**config.mk**
```make
export PLATFORM = sky130hd
export DESIGN_NAME = dm_arbiter
export DESIGN_NICKNAME = d
export VERILOG_FILES = /design/src/rtl/dm_arbiter.sv
export SDC_FILE = /design/constraint.sdc
export NUM_CORES = 1
export LEC_CHECK = 0
export ABC_AREA = 1
export CAP_MARGIN = 20
export CORE_MARGIN = 4
export CORE_UTILIZATION = 45
export DETAILED_ROUTE_END_ITERATION = 16
export PLACE_DENSITY = 0.8
export RECOVER_POWER = 50
export SLEW_MARGIN = 20
export SYNTH_ARGS = -nofsm -noshare
export SYNTH_HDL_FRONTEND = slang
export SYNTH_SLANG_ARGS = --single-unit
```
**constraint.sdc**
```tcl
create_clock -name clk -period 10.25 [get_ports clk]
set_clock_uncertainty 0.15 [all_clocks]
set_input_delay 2.05 -clock clk [delete_from_list [all_inputs] [get_ports clk]]
set_output_delay 2.05 -clock clk [all_outputs]
set_load 0.03 [all_outputs]
```
**src/rtl/dm_arbiter.sv**
```systemverilog
// dm_arbiter: round-robin arbiter sharing one data memory between two masters,
// one checked access (IDLE -> ACC -> RESP) every three cycles.
module dm_arbiter #(
    parameter int MEM_BYTES = 1024
) (
    input  logic        clk,
    input  logic        rstn,
    input  logic        m0_req,
    input  logic        m0_we,
    input  logic [31:0] m0_addr,
    input  logic [31:0] m0_wdata,
    input  logic [3:0]  m0_ls,
    output logic        m0_gnt,
    output logic        m0_rvalid,
    output logic [31:0] m0_rdata,
    output logic        m0_err,
    input  logic        m1_req,
    input  logic        m1_we,
    input  logic [31:0] m1_addr,
    input  logic [31:0] m1_wdata,
    input  logic [3:0]  m1_ls,
    output logic        m1_gnt,
    output logic        m1_rvalid,
    output logic [31:0] m1_rdata,
    output logic        m1_err,
    output logic        dm_wr,
    output logic [31:0] dm_addr,
    output logic [31:0] dm_din,
    output logic [3:0]  dm_ls,
    input  logic [31:0] dm_dout
);
    typedef enum logic [1:0] {IDLE, ACC, RESP} state_t;
    state_t state, state_nx;
    logic win, last, l_we, l_err, sel, sel_we, sel_err, legal, acc;
    logic [31:0] l_addr, l_wdata, sel_addr, sel_wdata, rd;
    logic [3:0] l_ls, sel_ls;
    logic [2:0] size;
    logic [32:0] end_addr;

    always_comb begin
        state_nx = IDLE;
        case (state)
            IDLE:    state_nx = (m0_req || m1_req) ? ACC : IDLE;
            ACC:     state_nx = RESP;
            default: state_nx = IDLE;
        endcase
    end

    // A lone requester always wins; a tie goes to whoever was not granted last.
    assign sel       = (m0_req && m1_req) ? ~last : m1_req;
    assign sel_we    = sel ? m1_we    : m0_we;
    assign sel_addr  = sel ? m1_addr  : m0_addr;
    assign sel_wdata = sel ? m1_wdata : m0_wdata;
    assign sel_ls    = sel ? m1_ls    : m0_ls;

    assign legal = sel_ls inside {4'b0000, 4'b1000, 4'b0100, 4'b0010, 4'b0001};
    assign size = (sel_ls == 4'b0000) ? 3'd4 : (sel_ls == 4'b1000 || sel_ls == 4'b0010) ? 3'd2 : 3'd1;
    assign end_addr = {1'b0, sel_addr} + 33'(size);
    assign sel_err = !legal
                  || (sel_we && (sel_ls == 4'b0010 || sel_ls == 4'b0001))
                  || (sel_ls == 4'b0000 && sel_addr[1:0] != 2'b00)
                  || ((sel_ls == 4'b1000 || sel_ls == 4'b0010) && sel_addr[0])
                  || end_addr > 33'(MEM_BYTES);

    assign rd = (!l_we && !l_err) ? dm_dout : '0;

    always_ff @(posedge clk or negedge rstn) begin
        if (!rstn) begin
            state    <= IDLE;
            win      <= 1'b0;
            last     <= 1'b1;
            l_we     <= 1'b0;
            l_err    <= 1'b0;
            l_addr   <= '0;
            l_wdata  <= '0;
            l_ls     <= '0;
            m0_rdata <= '0;
            m0_err   <= 1'b0;
            m1_rdata <= '0;
            m1_err   <= 1'b0;
        end else begin
            state <= state_nx;
            if (state == IDLE && state_nx == ACC) begin
                win     <= sel;
                last    <= sel;
                l_we    <= sel_we;
                l_err   <= sel_err;
                l_addr  <= sel_addr;
                l_wdata <= sel_wdata;
                l_ls    <= sel_ls;
            end
            if (state == ACC && !win) begin
                m0_rdata <= rd;
                m0_err   <= l_err;
            end
            if (state == ACC && win) begin
                m1_rdata <= rd;
                m1_err   <= l_err;
            end
        end
    end

    assign acc       = state == ACC;
    assign m0_gnt    = acc && !win;
    assign m1_gnt    = acc && win;
    assign m0_rvalid = state == RESP && !win;
    assign m1_rvalid = state == RESP && win;
    assign dm_wr     = acc && l_we && !l_err;
    assign dm_addr   = acc ? l_addr  : '0;
    assign dm_din    = acc ? l_wdata : '0;
    assign dm_ls     = acc ? l_ls    : '0;
endmodule

```
# Yosys cells after proc, flatten, opt, wreduce, memory -nomap -nowiden
# Index checks and enable logic that the tools add are counted.
[totals]
reg_bits = 140
out_inout_bits = 139
word_cells = 62
[op_classes]
add_sub_neg = 1
magnitude_cmp = 1
n_eq_ne = 7
n_mux = 13
bitwise = 1
n_reduce_logical = 27
[op_table]
columns = ["operator", "count"]
rows = [
  ["32-bit two-way mux", 5],
  ["32-bit by 3-bit adder with 33-bit output", 1],
  ["33-bit by 11-bit > comparator with 1-bit output (second input constant)", 1],
  ["1-bit logical AND", 12],
  ["4-bit two-way mux", 2],
  ["1-bit logical OR", 7],
  ["5-bit nonzero test", 1],
  ["2-bit by 1-bit equality test with 1-bit output (second input constant)", 2],
  ["4-bit by 1-bit equality test with 1-bit output (second input constant)", 1],
  ["4-bit by 2-bit equality test with 1-bit output (second input constant)", 1],
  ["4-bit by 3-bit equality test with 1-bit output (second input constant)", 1],
  ["4-bit equality test (second input constant)", 1],
  ["1-bit zero test", 4],
  ["4-bit zero test", 1],
  ["2-bit case mux with 2 select lines", 1],
  ["1-bit two-way mux", 3],
  ["3-bit two-way mux", 1],
  ["2-bit equality test (second input constant)", 1],
  ["2-bit zero test", 1],
  ["2-bit two-way mux", 1],
  ["2-bit nonzero test", 1],
  ["1-bit inverter", 1],
]

# Longest topological paths before layout
# Gate-level depths: netlist of the first run.
[logic_depth]
depth_word = 10
ltp_mapped = 27

# Worst setup path before layout of the first run
# Ideal clock, no wire load.
[synth_timing]
kind = "input-to-reg"
from = "input m1_req"
to = "register l_err"
setup_time_ns = 0.113
arrival_ns = 4.710
required_ns = 9.987
path_slack_ns = 5.277
cell_stages = 26
path_cell_list = "buf_6 nand2_8 buf_2 nand2_1 nand2_1 nor2_1 nand2_1 nand2_1 inv_1 ha_1 inv_1 fa_1 o21ai_0 nand2_2 nor2_4 nand2_2 nor2_4 nand2_1 nand2_1 nand2_1 nor2_1 nand2_1 nor2_1 nand3_1 nand2_1 inv_1"
[synth_via]
elab_chain_len = 10
elab_cells_between_ends = 31
classes_between = "add/sub: 1; order compare: 1; eq/ne: 5; mux: 8; reduce/logical: 16"
[synth_lines]
columns = ["element", "line_no", "source"]
rows = [
  ["start, declared", "17", "input logic m1_req,"],
  ["1-bit logical AND", "50", "assign sel = (m0_req && m1_req) ? ~last : m1_req;"],
  ["1-bit two-way mux", "50", ""],
  ["4-bit two-way mux", "54", "assign sel_ls = sel ? m1_ls : m0_ls;"],
  ["4-bit equality test, or another cell as far along", "56, 57, 62", ""],
  ["1-bit logical OR, or another cell as far along", "57, 62", ""],
  ["2-bit two-way mux, or another cell as far along", "57", "assign size = (sel_ls == 4'b0000) ? 3'd4 : (sel_ls == 4'b1000 || sel_ls == 4'b0010) ? 3'd2 : 3'd1;"],
  ["3-bit two-way mux / 1-bit logical OR (equally long branches)", "57, 60", ""],
  ["32-bit by 3-bit adder with 33-bit output / 1-bit logical OR (equally long branches)", "58, 61", ""],
  ["33-bit by 11-bit > comparator with 1-bit output / 1-bit logical OR (equally long branches)", "63, 62", ""],
  ["1-bit logical OR", "63", "|| end_addr > 33'(MEM_BYTES);"],
  ["end signal, assigned", "87", "l_err <= sel_err;"],
  ["end, declared", "34", "logic win, last, l_we, l_err, sel, sel_we, sel_err, legal, acc;"],
]
# Parallel ways exist; a longest one is shown, timed or not.
# A chain may end at the register's enable or synchronous reset.

# Worst setup path in the final report of the first run
[layout_timing]
from = "input m0_req"
to = "register l_err"
[layout_via]
elab_chain_len = 10
elab_cells_between_ends = 31
classes_between = "add/sub: 1; order compare: 1; eq/ne: 5; mux: 8; reduce/logical: 16"
[layout_lines]
columns = ["element", "line_no", "source"]
rows = [
  ["start, declared", "8", "input logic m0_req,"],
  ["1-bit logical AND", "50", ""],
  ["1-bit two-way mux", "50", ""],
  ["4-bit two-way mux", "54", ""],
  ["4-bit equality test, or another cell as far along", "56, 57, 62", ""],
  ["1-bit logical OR, or another cell as far along", "57, 62", ""],
  ["2-bit two-way mux, or another cell as far along", "57", ""],
  ["3-bit two-way mux / 1-bit logical OR (equally long branches)", "57, 60", ""],
  ["32-bit by 3-bit adder with 33-bit output / 1-bit logical OR (equally long branches)", "58, 61", ""],
  ["33-bit by 11-bit > comparator with 1-bit output / 1-bit logical OR (equally long branches)", "63, 62", ""],
  ["1-bit logical OR", "63", ""],
]
# Parallel ways exist; a longest one is shown, timed or not.

==> results of run 1 <==
[stage by stage]
step                      std cells  worst slack (ps)  utilization  total power, W
after floorplan                1115              5277            -        0.001479
after global placement         1612              3489       0.6383        0.001872
after detailed placement       1612              3312       0.6383        0.001892
after CTS                      1644              3750       0.6729        0.002553
after global routing           1647              3169       0.6725        0.002703
final                          1647              3718       0.6725        0.002539
[layout by cell type (no fill, tap or decap), types with 2 or more instances in the layout]
cell type        instances
mux2_2                  62
inv_2                    6
clkinv_4                 3
nor2_4                   7
dlygate4sd3_1            2
o21ai_1                  6
clkbuf_16               17
bufinv_16                3
mux2_1                   2
inv_6                    3
clkbuf_1                 4
ha_1                     3
dfrtp_1                139
o21a_1                   2
clkinvlp_4               2
o22ai_1                 32
nand3b_1                12
nand4_1                  5
buf_4                    6
a21oi_1                  2
inv_8                    2
nand2_2                 13
o21ai_0                 78
o21bai_1                 2
nand3_1                 55
inv_1                  161
nor2_2                   8
clkdlybuf4s50_1        309
nor2_1                 199
xor2_1                   6
xnor2_1                  2
nand3_2                  2
nor3_1                   4
diode_2                  3
nand2_1                246
[state kept, by name (all words and copies together), names as in the netlist]
| register | cells |
|---|---|
| l_ls | 4 |
| m0_err | 1 |
| l_addr | 32 |
| state | 2 |
| m0_rdata | 32 |
| l_we | 1 |
| win | 1 |
| l_err | 1 |
| l_wdata | 32 |
| last | 1 |
| m1_rdata | 32 |
| m1_err | 1 |
[metal layers]
layer,vias up,track usage
li1,4042,-
met1,3807,0.3450
met2,311,0.4120
met3,44,0.05258
met4,0,0.08176
met5,-,0
[cells by family (layout without fill, tap and decap cells)]
logic type,after synthesis,count (layout),share of synthesized area
XOR/XNOR,8,8,0.008470
buffers and inverters,219,519,0.1069
flip-flops,140,140,0.4236
AO/OA/AOI/OAI,122,122,0.07985
multiplexers,64,64,0.08711
adder cells (fa/ha/maj),4,4,0.006958
other,0,3,0
AND/OR/NAND/NOR,558,558,0.2871
[worst max-delay path, delay by kind of cell]
kind	cells	cell delay, ps
simple gates	19	2450
buf+inv	5	1350
fa+ha+maj	2	540
compound gates	1	230
[cell type report]
| type | instances | share of cell area |
|---|---|---|
| sequential | 140 | 0.2891 |
| tap | 229 | 0.02364 |
| timing repair buffer | 320 | 0.2615 |
| multi-input combinational | 756 | 0.3220 |
| antenna | 3 | 0.0006193 |
| clock inverter | 13 | 0.01486 |
| inverter | 167 | 0.05171 |
| clock buffer | 19 | 0.03654 |
[power groups by stage]
stage | Sequential (W) | Clock [W] | Combinational (W)
floorplan | 0.000740 | 0 | 0.000739
global placement | 0.000750 | 0 | 0.00112
detailed placement | 0.000756 | 0 | 0.00114
CTS | 0.000746 | 0.000666 | 0.00114
global route | 0.000759 | 0.000691 | 0.00125
finish | 0.000746 | 0.000658 | 0.00114
[worst max path at each step]
stage,slack [ps],start,to,depth (start not counted)
after floorplan,5280,m1_req,l_err$_DFFE_PN0P_,26
after global placement,3490,m0_req,l_err$_DFFE_PN0P_,27
after detailed placement,3310,m0_req,l_err$_DFFE_PN0P_,27
after CTS,3750,m0_req,l_err$_DFFE_PN0P_,27
after global routing,3170,m0_req,l_err$_DFFE_PN0P_,27
final,3720,m0_req,l_err$_DFFE_PN0P_,27
==> results.cfg, run 1 <==
[hold_path]
hold_class = flop to flop
whs_endpoint = l_addr[27]$_DFFE_PN0P_
min_from = l_addr[27]$_DFFE_PN0P_
holdPathStages = 2

[routing]
drc_errors = 0
routedWlPerCell_microns = 16.09
m1WireLength_microns = 11510
ant_nets = 0
dr.pass1.iters = 5
route.met3.wl_microns = 1911
vias_per_cell = 4.981
via_count = 8204
first_iter_violations = 527
totalWireLength_microns = 26490
routed.top_layer = met4
met2_length_microns = 12500

[timing]
hold_violations = 0
hold_slack_ps = 335.5
fmax_mhz = 153.1
finalSetupTns_ps = 0
period_minus_slack_ps = 6532
grt_setup_unrepaired = false
period_share = 0.6373
maxSlewHeadroom = -1.551
slew_violations = 142
setup_violations = 0
tightestPinTransition_ps = 3826

[worst_setup_path]
r2r_end = l_err$_DFFE_PN0P_
startpoint_type = primary input
critPathCaptureType = flop
required_ps = 10410
slowest_stage = inv_2
slowest_delay_ps = 710
worstSetupPathType = primary input to flop
reg2reg_depth = 26
arrival_ps = 6700
r2r_slack_ps = 5450
cp_max_fo = 100
cp_common_cell = nand2_1
r2r-start = last$_DFFE_PN1P_

[synthesis]
async_reset_ff_frac = 1.000
synthesis.nets = 1293
synthTopCellsByCount = 246 x nand2_1, 201 x nor2_1, 160 x inv_1, 139 x dfrtp_1, 78 x o21ai_0
ys_seq_area_frac = 0.4236
ys_ff_latch = 140
ys_warn_count = 0
synth_cell_type_count = 36
synth_edf_count = 0
netlist_top_cells_area = dfrtp_1 42%, nand2_1 11%, nor2_1 9.1%, mux2_2 8.7%, inv_1 7.3%
netlist_instances = 1115
synth_most_common_cell = nand2_1
syn_area_sq_um = 8273
synth_area_leader_cell = dfrtp_1
synth_ff_type = dfrtp_1
yosys.area.top_type_share = 0.4204
avgSynthCellArea_sq_um = 7.420

[die]
row_count = 49
core-area_sq_um = 18020
io_pins = 313
fp.dieW_microns = 143.6
start_util = 0.4590
design.die.area_sq_um = 20620
die_h_microns = 143.6

[clock_network]
clockRootBuffer = clkbuf_16
clockBufferDepth = 2
clkLatencyLatePin_ps = 420
cts_tree = yes
clkSinkCount = 140
cts_setup_buffers = 0
htreeDepth = 4
cts_resized = 0
clk_pin_slew_ps = 60
cts_buffers = 17
cts_hold_buf = 0

[global_routing]
overflow = 0
grt_pass1_wl_microns = 41470
antenna_found_initial = 3
grt_pass1_vias = 7846
track_usage = 0.2547
grt_max_degree = 110

[placed_design]
dpl-instance-area_sq_um = 11510
dp.final_hpwl_microns = 19990
io_buffers = 312
place_congestion = 0.9432

[power_and_ir_drop]
p_sw_w = 0.001031
p_comb_frac = 0.447
ir_drop_uv = 185.6
clockPowerShare = 0.259
p_seq_frac = 0.294
p_leak_nw = 5.832
p_per_area_nw_per_um2 = 209.5
p_int_w = 0.001508
switching_share = 0.4062

[cells_and_area]
syn_to_final_growth_pct = 46.52
fin_area_sq_um = 12120
seqCellArea_sq_um = 3505
drive_gt1_frac = 0.09965
fillers = 1531
multi_input_area_sq_um = 3904
nets = 1580

[run_status]
violations = capacitance limit, slew limit
status = finished, violations left

[flow_run]
maxCapViolCount = 3
No activity file was read; power rests on OpenSTA's default activity.
==> inputs of run 2 (changes only) <==
--- a/config.mk
+++ b/config.mk
@@ -8,9 +8,9 @@
 export ABC_AREA = 1
 export CAP_MARGIN = 20
 export CORE_MARGIN = 4
-export CORE_UTILIZATION = 45
+export CORE_UTILIZATION = 41
 export DETAILED_ROUTE_END_ITERATION = 16
-export PLACE_DENSITY = 0.8
+export PLACE_DENSITY = 0.76
 export RECOVER_POWER = 50
 export SLEW_MARGIN = 20
 export SYNTH_ARGS = -nofsm -noshare
==> constraint.sdc (replaced) <==
create_clock -name clk -period 5.4 [get_ports clk]
set_clock_uncertainty 0.15 [all_clocks]
set_input_delay 1.08 -clock clk [delete_from_list [all_inputs] [get_ports clk]]
set_output_delay 1.08 -clock clk [all_outputs]
set_load 0.03 [all_outputs]
==> run 2 against run 1 <==
The run still ends with capacitance limit, slew limit left. Sequential cell count is the same. Sequential power up 89%. Setup slack lost 2900 ps. Routed wire length is 1.1% higher. Sequential share of layout area shrank 0.089 points. Combinational power increased by 90%. First-iteration DRC count decreased by 2.3%. Total power is 88% higher. Clock power increased by 82%.
==> results.cfg, run 2 (synthesis gave the netlist of run 1 again) <==
[clock_network]
clk_pin_slew_ps = 60
clockRootBuffer = clkbuf_16
cts_hold_buf = 0
cts_buffers = 17
cts_resized = 0
clkSinkCount = 140
cts_setup_buffers = 0
clockBufferDepth = 2
cts_tree = yes
clkLatencyLatePin_ps = 420
htreeDepth = 4

[power_and_ir_drop]
power_w = 0.004781
p_per_area_nw_per_um2 = 393.2
ir_drop_uv = 236.6
p_leak_nw = 5.839

[routing]
ant_nets = 0
vias_per_cell = 4.889
drc_errors = 0
totalWireLength_microns = 26790
dr.pass1.iters = 5
via_count = 8248
first_iter_violations = 515
routedWlPerCell_microns = 15.88

[die]
design.die.area_sq_um = 22520
die_h_microns = 150.1
core-area_sq_um = 19650
row_count = 51
fp.dieW_microns = 150.1
start_util = 0.4209
io_pins = 313

[cells_and_area]
fillers = 1780
nets = 1585
syn_to_final_growth_pct = 46.98
final_common_cell = clkdlybuf4s50_1
final_cell_mix = 310 x clkdlybuf4s50_1, 246 x nand2_1, 201 x nor2_1, 161 x inv_1, 139 x dfrtp_1
fin_area_sq_um = 12160
drive_gt1_frac = 0.1035

[global_routing]
overflow = 0
grt_max_degree = 113
grt_pass1_vias = 8149
track_usage = 0.2365
antenna_found_initial = 2
grt_pass1_wl_microns = 42320

[worst_setup_path]
arrival_ps = 4790
critPathCaptureType = flop
cp_max_fo = 12
startpoint_type = primary input
required_ps = 5560
worstSetupPathType = primary input to flop

[flow_run]
maxCapViolCount = 5

[placed_design]
io_buffers = 312
dp.final_hpwl_microns = 20580
place_congestion = 0.9459
dp_slack_ps = 378.4
dpl-instance-area_sq_um = 11590

[hold_path]
hold_class = flop to flop

[run_status]
status = finished, violations left
violations = capacitance limit, slew limit

[timing]
fin_ws_ps = 773.1
period_share = 0.8568
finalSetupTns_ps = 0
hold_violations = 0
grt_setup_unrepaired = false
tightestPinTransition_ps = 2836
period_minus_slack_ps = 4627
slew_violations = 293
setup_violations = 0
maxSlewHeadroom = -0.8907
fmax_mhz = 216.1
==> run 2: cell count changes in the layout (fill, tap and decap cells not counted), sizes merged <==
cell           delta
buf               +3
bufinv            -1
clkdlybuf4s50     +1
diode             -1
dlygate4sd3       -1
inv               +3
==> run 2: critical path, stage by stage <==
cell and delay, ps:
clkdlybuf4s50_1 700, nand2_8 120, inv_2 220, nand2_1 90, nand2_1 140, nor2_1 70
nand2_1 130, nand2_1 90, inv_1 70, ha_1 160, inv_1 60, fa_1 390
o21ai_0 230, nand2_2 120, nor2_4 230, nand2_2 110, nor2_4 140, nand2_1 80
nand2_1 60, nand2_1 50, nor2_1 90, nand2_1 60, nor2_1 100, nand3_1 90
nand2_1 60, inv_1 40
==> run 2: area by class of cell <==
class	count	area, sq um	area share
multi-input cells	756	3889	0.3198
flip-flops and latches	140	3505	0.2882
repair buffers	325	3202	0.2633
inverters	167	626.9	0.05155
clock buffers	17	425.4	0.03499
well taps	265	331.6	0.02727
clock inverters	15	175.2	0.01441
diodes	2	5.005	0.0004116
==> run 2: report_power, final <==
part | switching, W | leakage (nW) | internal, W
logic | 0.00137 | 3.74 | 0.000796
registers | 0.0000913 | 1.81 | 0.00132
clock network | 0.000500 | 0.291 | 0.000697
==> run 2: layer usage <==
metal | share of wire | vias to the layer above | GRT usage
li1 | - | 4077 | -
met1 | 0.43 | 3822 | 0.3060
met2 | 0.47 | 314 | 0.3945
met3 | 0.079 | 35 | 0.05663
met4 | 0.020 | 0 | 0.06999
met5 | 0 | - | 0
==> run 2: worst paths after layout <==
check | cells past startpoint | to | slack, ps | from
worst max-delay path | 26 | l_err$_DFFE_PN0P_ | 770 | m1_req
worst min-delay path | 2 | l_addr[22]$_DFFE_PN0P_ | 330 | l_addr[22]$_DFFE_PN0P_
worst max register to register | 6 | m1_rdata[14]$_DFFE_PN0P_ | 1270 | state[0]$_DFF_PN0_
worst min register to register | 2 | l_addr[22]$_DFFE_PN0P_ | 330 | l_addr[22]$_DFFE_PN0P_
max in group asynchronous | 2 | l_addr[2]$_DFFE_PN0P_ | 1640 | rstn
min in group asynchronous | 1 | m0_rdata[16]$_DFFE_PN0P_ | 1410 | rstn
==> run 2: stage by stage <==
| step | std cells | hold slack (ps) | utilization |
|---|---|---|---|
| after floorplan | 1115 | 296.6 | - |
| after global placement | 1653 | 317.3 | 0.5896 |
| after detailed placement | 1653 | 324.0 | 0.5896 |
| after CTS | 1685 | 339.0 | 0.6202 |
| after global routing | 1687 | 358.8 | 0.6187 |
| final | 1687 | 334.1 | 0.6187 |
==> inputs of run 3 (changes only) <==
--- a/config.mk
+++ b/config.mk
@@ -6,6 +6,7 @@
 export NUM_CORES = 1
 export LEC_CHECK = 0
 export ABC_AREA = 1
+export ABC_CLOCK_PERIOD_IN_PS = 5400
 export CAP_MARGIN = 20
 export CORE_MARGIN = 4
 export CORE_UTILIZATION = 41
==> results of run 3 <==
No change in the layout: final DEF, timing and power equal those of run 2.
